## src/rtl/shift_issue_queue_if.sv

```systemverilog
// Request, shifter-drive and result signals of the shift issue queue.
// The queue takes the slave side; the producer/shifter/consumer side takes master.
interface shift_issue_queue_if #(
    parameter int TAG_W = 4
);
    logic             reqValid;
    logic             reqReady;
    logic [31:0]      reqData;
    logic [4:0]       reqShamt;
    logic [1:0]       reqOp;
    logic [TAG_W-1:0] reqTag;

    logic [31:0]      shDataIn;
    logic [4:0]       shShift;
    logic             shLeft;
    logic             shArith;
    logic [31:0]      shDataOut;

    logic             resValid;
    logic             resReady;
    logic [31:0]      resData;
    logic [TAG_W-1:0] resTag;
    logic             resErr;

    modport slave (
        input  reqValid, reqData, reqShamt, reqOp, reqTag, shDataOut, resReady,
        output reqReady, shDataIn, shShift, shLeft, shArith, resValid, resData, resTag, resErr
    );

    modport master (
        output reqValid, reqData, reqShamt, reqOp, reqTag, shDataOut, resReady,
        input  reqReady, shDataIn, shShift, shLeft, shArith, resValid, resData, resTag, resErr
    );
endinterface

```

## src/rtl/shift_issue_queue.sv

```systemverilog
// Issue queue in front of a combinational 32-bit barrel shifter: FIFO, opcode decode, registered result.
// Optional result counters are enabled with the SHIFT_ISSUE_STATS_EN macro.
module shift_issue_queue #(
    parameter int DEPTH = 4,
    parameter int TAG_W = 4
) (
    input  logic                clk,
    input  logic                rst,
`ifdef SHIFT_ISSUE_STATS_EN
    output logic [31:0]         statCount,
    output logic [15:0]         statErrCount,
`endif
    shift_issue_queue_if.slave  bus
);
    localparam int AW = $clog2(DEPTH);

    typedef enum logic [1:0] {
        OP_SLL  = 2'b00,
        OP_SRL  = 2'b01,
        OP_RSVD = 2'b10,
        OP_SRA  = 2'b11
    } op_e;

    logic [31:0]      mem_data  [DEPTH];
    logic [4:0]       mem_shamt [DEPTH];
    op_e              mem_op    [DEPTH];
    logic [TAG_W-1:0] mem_tag   [DEPTH];

    logic [AW:0]      wr_ptr;
    logic [AW:0]      rd_ptr;
    logic             empty;
    logic             full;
    logic             enq;
    logic             deq;
    op_e              head_op;

    logic             res_valid;
    logic [31:0]      res_data;
    logic [TAG_W-1:0] res_tag;
    logic             res_err;

    assign empty   = (wr_ptr == rd_ptr);
    assign full    = (wr_ptr[AW] != rd_ptr[AW]) && (wr_ptr[AW-1:0] == rd_ptr[AW-1:0]);
    assign enq     = bus.reqValid && !full;
    assign deq     = !empty && (!res_valid || bus.resReady);
    assign head_op = mem_op[rd_ptr[AW-1:0]];

    assign bus.reqReady = !full;
    assign bus.resValid = res_valid;
    assign bus.resData  = res_data;
    assign bus.resTag   = res_tag;
    assign bus.resErr   = res_err;

    // Shifter is driven straight from the head entry; an empty queue presents all zeros.
    always_comb begin
        bus.shDataIn = '0;
        bus.shShift  = '0;
        bus.shLeft   = 1'b0;
        bus.shArith  = 1'b0;
        if (!empty) begin
            bus.shDataIn = mem_data[rd_ptr[AW-1:0]];
            bus.shShift  = mem_shamt[rd_ptr[AW-1:0]];
            bus.shLeft   = (head_op == OP_SLL);
            bus.shArith  = (head_op == OP_SRA);
        end
    end

    always_ff @(posedge clk) begin
        if (enq) begin
            mem_data[wr_ptr[AW-1:0]]  <= bus.reqData;
            mem_shamt[wr_ptr[AW-1:0]] <= bus.reqShamt;
            mem_op[wr_ptr[AW-1:0]]    <= op_e'(bus.reqOp);
            mem_tag[wr_ptr[AW-1:0]]   <= bus.reqTag;
        end
    end

    always_ff @(posedge clk) begin
        if (rst) begin
            wr_ptr <= '0;
            rd_ptr <= '0;
        end else begin
            if (enq) wr_ptr <= wr_ptr + 1'b1;
            if (deq) rd_ptr <= rd_ptr + 1'b1;
        end
    end

    always_ff @(posedge clk) begin
        if (rst) begin
            res_valid <= 1'b0;
            res_data  <= '0;
            res_tag   <= '0;
            res_err   <= 1'b0;
        end else if (deq) begin
            res_valid <= 1'b1;
            res_data  <= (head_op == OP_RSVD) ? '0 : bus.shDataOut;
            res_tag   <= mem_tag[rd_ptr[AW-1:0]];
            res_err   <= (head_op == OP_RSVD);
        end else if (res_valid && bus.resReady) begin
            res_valid <= 1'b0;
        end
    end

`ifdef SHIFT_ISSUE_STATS_EN
    always_ff @(posedge clk) begin
        if (rst) begin
            statCount    <= '0;
            statErrCount <= '0;
        end else if (res_valid && bus.resReady) begin
            statCount <= statCount + 32'd1;
            if (res_err && (statErrCount != 16'hFFFF))
                statErrCount <= statErrCount + 16'd1;
        end
    end
`endif
endmodule

```

## src/flat_wrapper.sv

```systemverilog
// flat-port wrapper written by rule: the top's interface ports become plain ports
module shift_issue_queue_flat 
#(
    parameter int DEPTH = 4,
    parameter int TAG_W = 4
)
  (clk, rst, bus_reqValid, bus_reqData, bus_reqShamt, bus_reqOp, bus_reqTag, bus_shDataOut, bus_resReady, bus_reqReady, bus_shDataIn, bus_shShift, bus_shLeft, bus_shArith, bus_resValid, bus_resData, bus_resTag, bus_resErr);
  shift_issue_queue_if #(.TAG_W(TAG_W)) bus_i ();
  input  logic clk;
  input  logic rst;
  input wire logic [$bits(bus_i.reqValid)-1:0] bus_reqValid;
  input wire logic [$bits(bus_i.reqData)-1:0] bus_reqData;
  input wire logic [$bits(bus_i.reqShamt)-1:0] bus_reqShamt;
  input wire logic [$bits(bus_i.reqOp)-1:0] bus_reqOp;
  input wire logic [$bits(bus_i.reqTag)-1:0] bus_reqTag;
  input wire logic [$bits(bus_i.shDataOut)-1:0] bus_shDataOut;
  input wire logic [$bits(bus_i.resReady)-1:0] bus_resReady;
  output wire logic [$bits(bus_i.reqReady)-1:0] bus_reqReady;
  output wire logic [$bits(bus_i.shDataIn)-1:0] bus_shDataIn;
  output wire logic [$bits(bus_i.shShift)-1:0] bus_shShift;
  output wire logic [$bits(bus_i.shLeft)-1:0] bus_shLeft;
  output wire logic [$bits(bus_i.shArith)-1:0] bus_shArith;
  output wire logic [$bits(bus_i.resValid)-1:0] bus_resValid;
  output wire logic [$bits(bus_i.resData)-1:0] bus_resData;
  output wire logic [$bits(bus_i.resTag)-1:0] bus_resTag;
  output wire logic [$bits(bus_i.resErr)-1:0] bus_resErr;
  assign bus_i.reqValid = bus_reqValid;
  assign bus_i.reqData = bus_reqData;
  assign bus_i.reqShamt = bus_reqShamt;
  assign bus_i.reqOp = bus_reqOp;
  assign bus_i.reqTag = bus_reqTag;
  assign bus_i.shDataOut = bus_shDataOut;
  assign bus_i.resReady = bus_resReady;
  assign bus_reqReady = bus_i.reqReady;
  assign bus_shDataIn = bus_i.shDataIn;
  assign bus_shShift = bus_i.shShift;
  assign bus_shLeft = bus_i.shLeft;
  assign bus_shArith = bus_i.shArith;
  assign bus_resValid = bus_i.resValid;
  assign bus_resData = bus_i.resData;
  assign bus_resTag = bus_i.resTag;
  assign bus_resErr = bus_i.resErr;
  shift_issue_queue #(.DEPTH(DEPTH), .TAG_W(TAG_W)) u_core (.clk(clk), .rst(rst), .bus(bus_i));
endmodule
```

## config.mk

```make
export PLATFORM = sky130hd
export DESIGN_NAME = shift_issue_queue_flat
export DESIGN_NICKNAME = d
export VERILOG_FILES = /design/src/rtl/shift_issue_queue_if.sv /design/src/rtl/shift_issue_queue.sv /design/src/flat_wrapper.sv
export SDC_FILE = /design/constraint.sdc
export NUM_CORES = 1
export LEC_CHECK = 0
export CORE_UTILIZATION = 30
export DETAILED_ROUTE_END_ITERATION = 10
export MAX_ROUTING_LAYER = met4
export PLACE_DENSITY_LB_ADDON = 0.12
export SLEW_MARGIN = 20
export SYNTH_ARGS = -nofsm -noshare
export SYNTH_HDL_FRONTEND = slang
export SYNTH_SLANG_ARGS = --single-unit
```

## constraint.sdc

```tcl
create_clock -name clk -period 6.2 [get_ports clk]
set_input_delay 0.62 -clock clk [delete_from_list [all_inputs] [get_ports clk]]
set_output_delay 0.62 -clock clk [all_outputs]
set_load 0.05 [all_outputs]
```

# == After elaboration in Yosys (flattened, before gate mapping) ==
# Memories as Yosys holds them, arrays and structs flattened. A register that Yosys moved wholly into a read port is not among the register bits.
# Cells that the tools add are included.
# op_classes
reduce_logical,10
muxes,15
eq_ne,5
n_addsub,2
# ops
operator,count
2-to-1 mux 32 bit,2
2-to-1 mux 2 bit,6
adder 3 x 1 -> 3 bit (second input constant),2
2-to-1 mux 1 bit,6
2-to-1 mux 5 bit,1
== test 2 bit (second input constant),2
logical AND 1 bit,4
== test 3 bit,1
zero test 1 bit,3
== test 2 bit,1
zero test 2 bit,1
nonzero test 2 bit,1
logical OR 1 bit,1
inequality test 1 bit,1
# totals
wordCells,41
memories,4
output_inout_bits,78
inputBits,79
regBits,40
ramBits,172
# memory_table
memory,depth,width,rd,rd_ports_with_merged_regs,wr,line_no,source
u_core.mem_data,4,32,1,1,1,shift_issue_queue.sv:24,logic [31:0] mem_data [DEPTH];
u_core.mem_shamt,4,5,1,1,1,shift_issue_queue.sv:25,logic [4:0] mem_shamt [DEPTH];
u_core.mem_tag,4,4,1,1,1,shift_issue_queue.sv:27,logic [TAG_W-1:0] mem_tag [DEPTH];
u_core.mem_op,4,2,1,1,1,shift_issue_queue.sv:26,op_e mem_op [DEPTH];

# == Depth between registers and ports, before layout ==
# depth
depth_word,6
ltp_mapped,5
mapped_depth_nobuf,4

# == Worst setup path after synthesis ==
# OpenSTA, ideal clock, no wires.
# synth_timing
path_type,reg-to-output
start,register u_core.rd_ptr[0]
end,output bus_shLeft
t_required_ns,5.580
slack_ns,3.307
n_path_buf,2
stages_incl_launch_ff,6
arrival_time_ns,2.273
path_cell_list,dfxtp_1 -> buf_2 -> xor2_2 -> nor3_1 -> buf_2 -> nor3_1
# synth_via
elab_chain_len,2
# synth_rtl
element,line_no,source
"start, declared",shift_issue_queue.sv:30,logic [AW:0] rd_ptr;
"start signal, assigned",shift_issue_queue.sv:83,if (deq) rd_ptr <= rd_ptr + 1'b1;
== test 3 bit,shift_issue_queue.sv:42,assign empty = (wr_ptr == rd_ptr);
2-to-1 mux 1 bit,shift_issue_queue.sv:60,if (!empty) begin
"end, declared",flat_wrapper.sv:21,output wire logic [$bits(bus_i.shLeft)-1:0] bus_shLeft;
# No other way between the ends.

==> reports/results.txt <==
The run finished with clean final reports. The final-report hold violation count is 0. The design draws 6.229 mW. The critical path in this run is classified as register to primary output. The sequential cell area fraction in the yosys report is 0.6958.

The kind of end point of the critical path was a primary output. Setup violations remaining at the end of the flow were counted as 0. 157 I/O pins were placed. The H-tree depth came out at 1. Subtracting the final worst setup slack from the clock period gives 3824 ps. Complex-gate fraction of the synthesized area: 0.07195. The share of the synthesized area in the top cell type was 0.5905.

The synthesized netlist occupies a cell area of 8747 µm². For this block, the initial DRC count from the detailed router was 214. Setup repair after global routing left no endpoint under its margin.

The post-detailed-route DRC marker count was 0; the maximum clock frequency was 261.5 MHz. The number of nets in the layout is 744, and the signed area change from the synthesized netlist to the final layout is 31.93%. The layout cell share with drive strength beyond 1 is 0.1965, and the largest fanout of any net on the critical path is 39. The HPWL after detailed placement is 11540 µm. The clock net sink count is 218. The count of final max-slew check failures came out at 0.

The number of nets in the synthesized netlist is 577. Sorting the synthesized cells by area gives the leading types as sky130_fd_sc_hd__edfxtp_1 59%, sky130_fd_sc_hd__mux4_2 11%, sky130_fd_sc_hd__dfxtp_1 11%. The average instance in the mapped netlist occupies 17.74 µm².

The final layout contains routed wiring with a total length of 19150 µm. The number of global-route vias before repair was 5193; the count of hold-fix buffers inserted at cts was 0. The worst endpoint data arrival time is 3200 ps, and the simple logic cell fraction of the synthesized area is 0.04863.

The later pin in the worst-skew pair is clocked with a latency of 510 ps. The tools report the number of placed cells counting well taps as 1016. The count of placed standard cells in the final layout, fillers left out was 1061.

The largest family of logic cells by synthesized area is multiplexers. VDD sags by at most 0.2593 mV. The power per cell area is 539.8 nW/µm², and the summed area of non-filler cells in the final layout is 11540 µm². In this run the static leakage power is 3.831 nW.

The tools report the number of detailed-routing iterations run before antenna repair as 4. Summing all placed instances gives a cell area of 10730 µm². Summing all flip-flop and latch instances after layout gives 6091 µm². The region available for standard cell placement spans 28700 µm². The slew at the pin closest to its max-slew limit is 878.5 ps.

The tools report the Yosys warning count as 0. For the number of antenna violations at the first check in global routing, the log shows 0. The post-synthesis mux area share is 0.1214. The biggest area contributor in the post-synthesis netlist is sky130_fd_sc_hd__edfxtp_1. Dividing the detail-routed via count by the number of cells gives 4.469. The routed wire length per instance was 18.05 µm; the initial core utilization was 0.3048. The buffer type at the clock tree root is sky130_fd_sc_hd__clkbuf_16.

For flop-to-flop paths, the worst setup slack is 3410 ps. The floorplan step defined a die boundary enclosing 29840 µm². Synthesis instantiated 40 different standard cells from the library.

TritonCTS built the clock tree. Port buffering added 156 buffers. The detailed-route via count was 4742; the die boundary width was 172.8 µm.

The xor/xnor cell area share of the yosys netlist came out at 0.007724. The tools report the worst endpoint required time as 5580 ps. The run gives 0 as the count of maximum capacitance violations. In this run the post-CTS setup repair buffer count came out at 0.

The tools report the total inserted antenna cells as 0. Routability-driven placement finished with a final weighted congestion of 0.7644. Portion of the clock cycle consumed by the worst path in the final layout: 0.6168.

For the worst slew slack as a fraction of its limit, the log shows 0.4144. Among all flip-flop cells after synthesis, the most frequent one is sky130_fd_sc_hd__edfxtp_1. The cell count after synthesis was 493. Leaving out fill and tap cells, the most frequent cell in the layout is sky130_fd_sc_hd__edfxtp_1.

The count of antenna-violating nets left after detailed routing is 0. The die span in y is 172.8 µm. Number of buffers inserted during clock tree synthesis: 25. In the layout the commonest cells are 172 x sky130_fd_sc_hd__edfxtp_1, 156 x sky130_fd_sc_hd__clkdlybuf4s50_1, 69 x sky130_fd_sc_hd__inv_1.

For the standard-cell row count, the log shows 62. Clock-pin slew was measured on the worst setup and hold paths at 60 ps. Aggregate global routing overflow: 0. The synthesized design contains 218 register bits. The min-delay analysis places its worst path in the category register to register.

The run gives 0.1322 as the overall global routing resource usage. The run gives 3 as the clock tree buffer depth. The area taken by multi-input logic gates is 2268 µm², and the count of fill cells added during filler insertion is 2635.

The share of flip-flops with an asynchronous set or reset was 0; the count of flip-flops with a built-in enable after synthesis was 172. The pin count of the biggest net entering global routing was 44; the worst clock skew was 7.117 ps. The adder-cell area share of the yosys netlist was 0.007152. The worst setup path is launched from a register. In the final timing run, aggregate negative setup slack is 0 ps. The first global-routing pass estimated 29750 µm of wire. For the number of cells upsized or downsized after cts, the log shows 0.
where the power goes:
part	internal [mW]	switching, mW	total [mW]	leakage (nW)
combinational	1.04	1.81	2.85	1.49
sequential	1.81	0.177	1.98	1.96
clock	0.845	0.553	1.40	0.383
area by class of cell:
type	count	area share
Sequential cell	218	0.5278
Multi-Input combinational cell	180	0.1966
Timing Repair Buffer	166	0.1436
Clock buffer	33	0.05855
Tap cell	384	0.04164
Inverter	69	0.02244
Clock inverter	11	0.009433
Yosys cell counts (all sizes together) (3+ instances only):
master and count:
xor2 3, edfxtp 172, mux4 43, o32ai 32
nand2b 3, nand2 13, nor2 4, xnor2 3
mux2i 6, mux2 3, ha 5, inv 69
nor2b 41, buf 21, and2 4, dfxtp 46
clkbuf 5
metrics by stage:
step,setup WS (ps),hold slack [ps],utilization
global route,2156,477.4,0.4020
CTS,2245,458.3,0.4011
floorplan,3307,537.7,-
finish,2376,464.9,0.4020
global placement,2818,440.5,0.3738
detailed placement,2799,449.2,0.3738
path summary, 6_finish.rpt:
check | depth (start not counted) | endpoint | from
setup / recovery | 3 | bus_shLeft | register
hold / removal | 2 | u_core.bus.resData[31]$_SDFFE_PP0P_ | u_core.bus.resData[31]$_SDFFE_PP0P_
setup reg to reg | 4 | u_core.mem_shamt[3][1]$_DFFE_PP_ | u_core.rd_ptr[0]$_SDFFE_PP0P_
hold reg to reg | 2 | u_core.bus.resData[31]$_SDFFE_PP0P_ | u_core.bus.resData[31]$_SDFFE_PP0P_
critical path, stage by stage (launching register included):
cell and delay [ps]:
sky130_fd_sc_hd__dfxtp_4 930, sky130_fd_sc_hd__mux4_2 660, sky130_fd_sc_hd__nor3_1 240, sky130_fd_sc_hd__clkdlybuf4s50_1 860
per-layer routing:
layer  GRT usage  wire, µm  part of all wire  vias up
met1      0.1673      8485              0.44     2376
met2      0.2107      9103              0.48      150
met5           -         0                 0        -
met3     0.03496      1226             0.064       28
met4     0.03355       331             0.017        0
li1            -         -                 -     2188
cell families after synthesis:
family	count (synthesis)
simple gates	73
buf+inv	95
xor+xnor	6
flops	218
fa+ha+maj	5
compound gates	44
mux	52
sequential cells by signal, indices dropped and copies added (netlist names), 3 cells and up, named ones only:
register and count:
u_core.mem_data 128, u_core.bus.resData 32, u_core.wr_ptr 3, u_core.mem_op 8, u_core.rd_ptr 3, u_core.bus.resTag 4
u_core.mem_shamt 20, u_core.mem_tag 16
(Power assumes the default switching activity.)
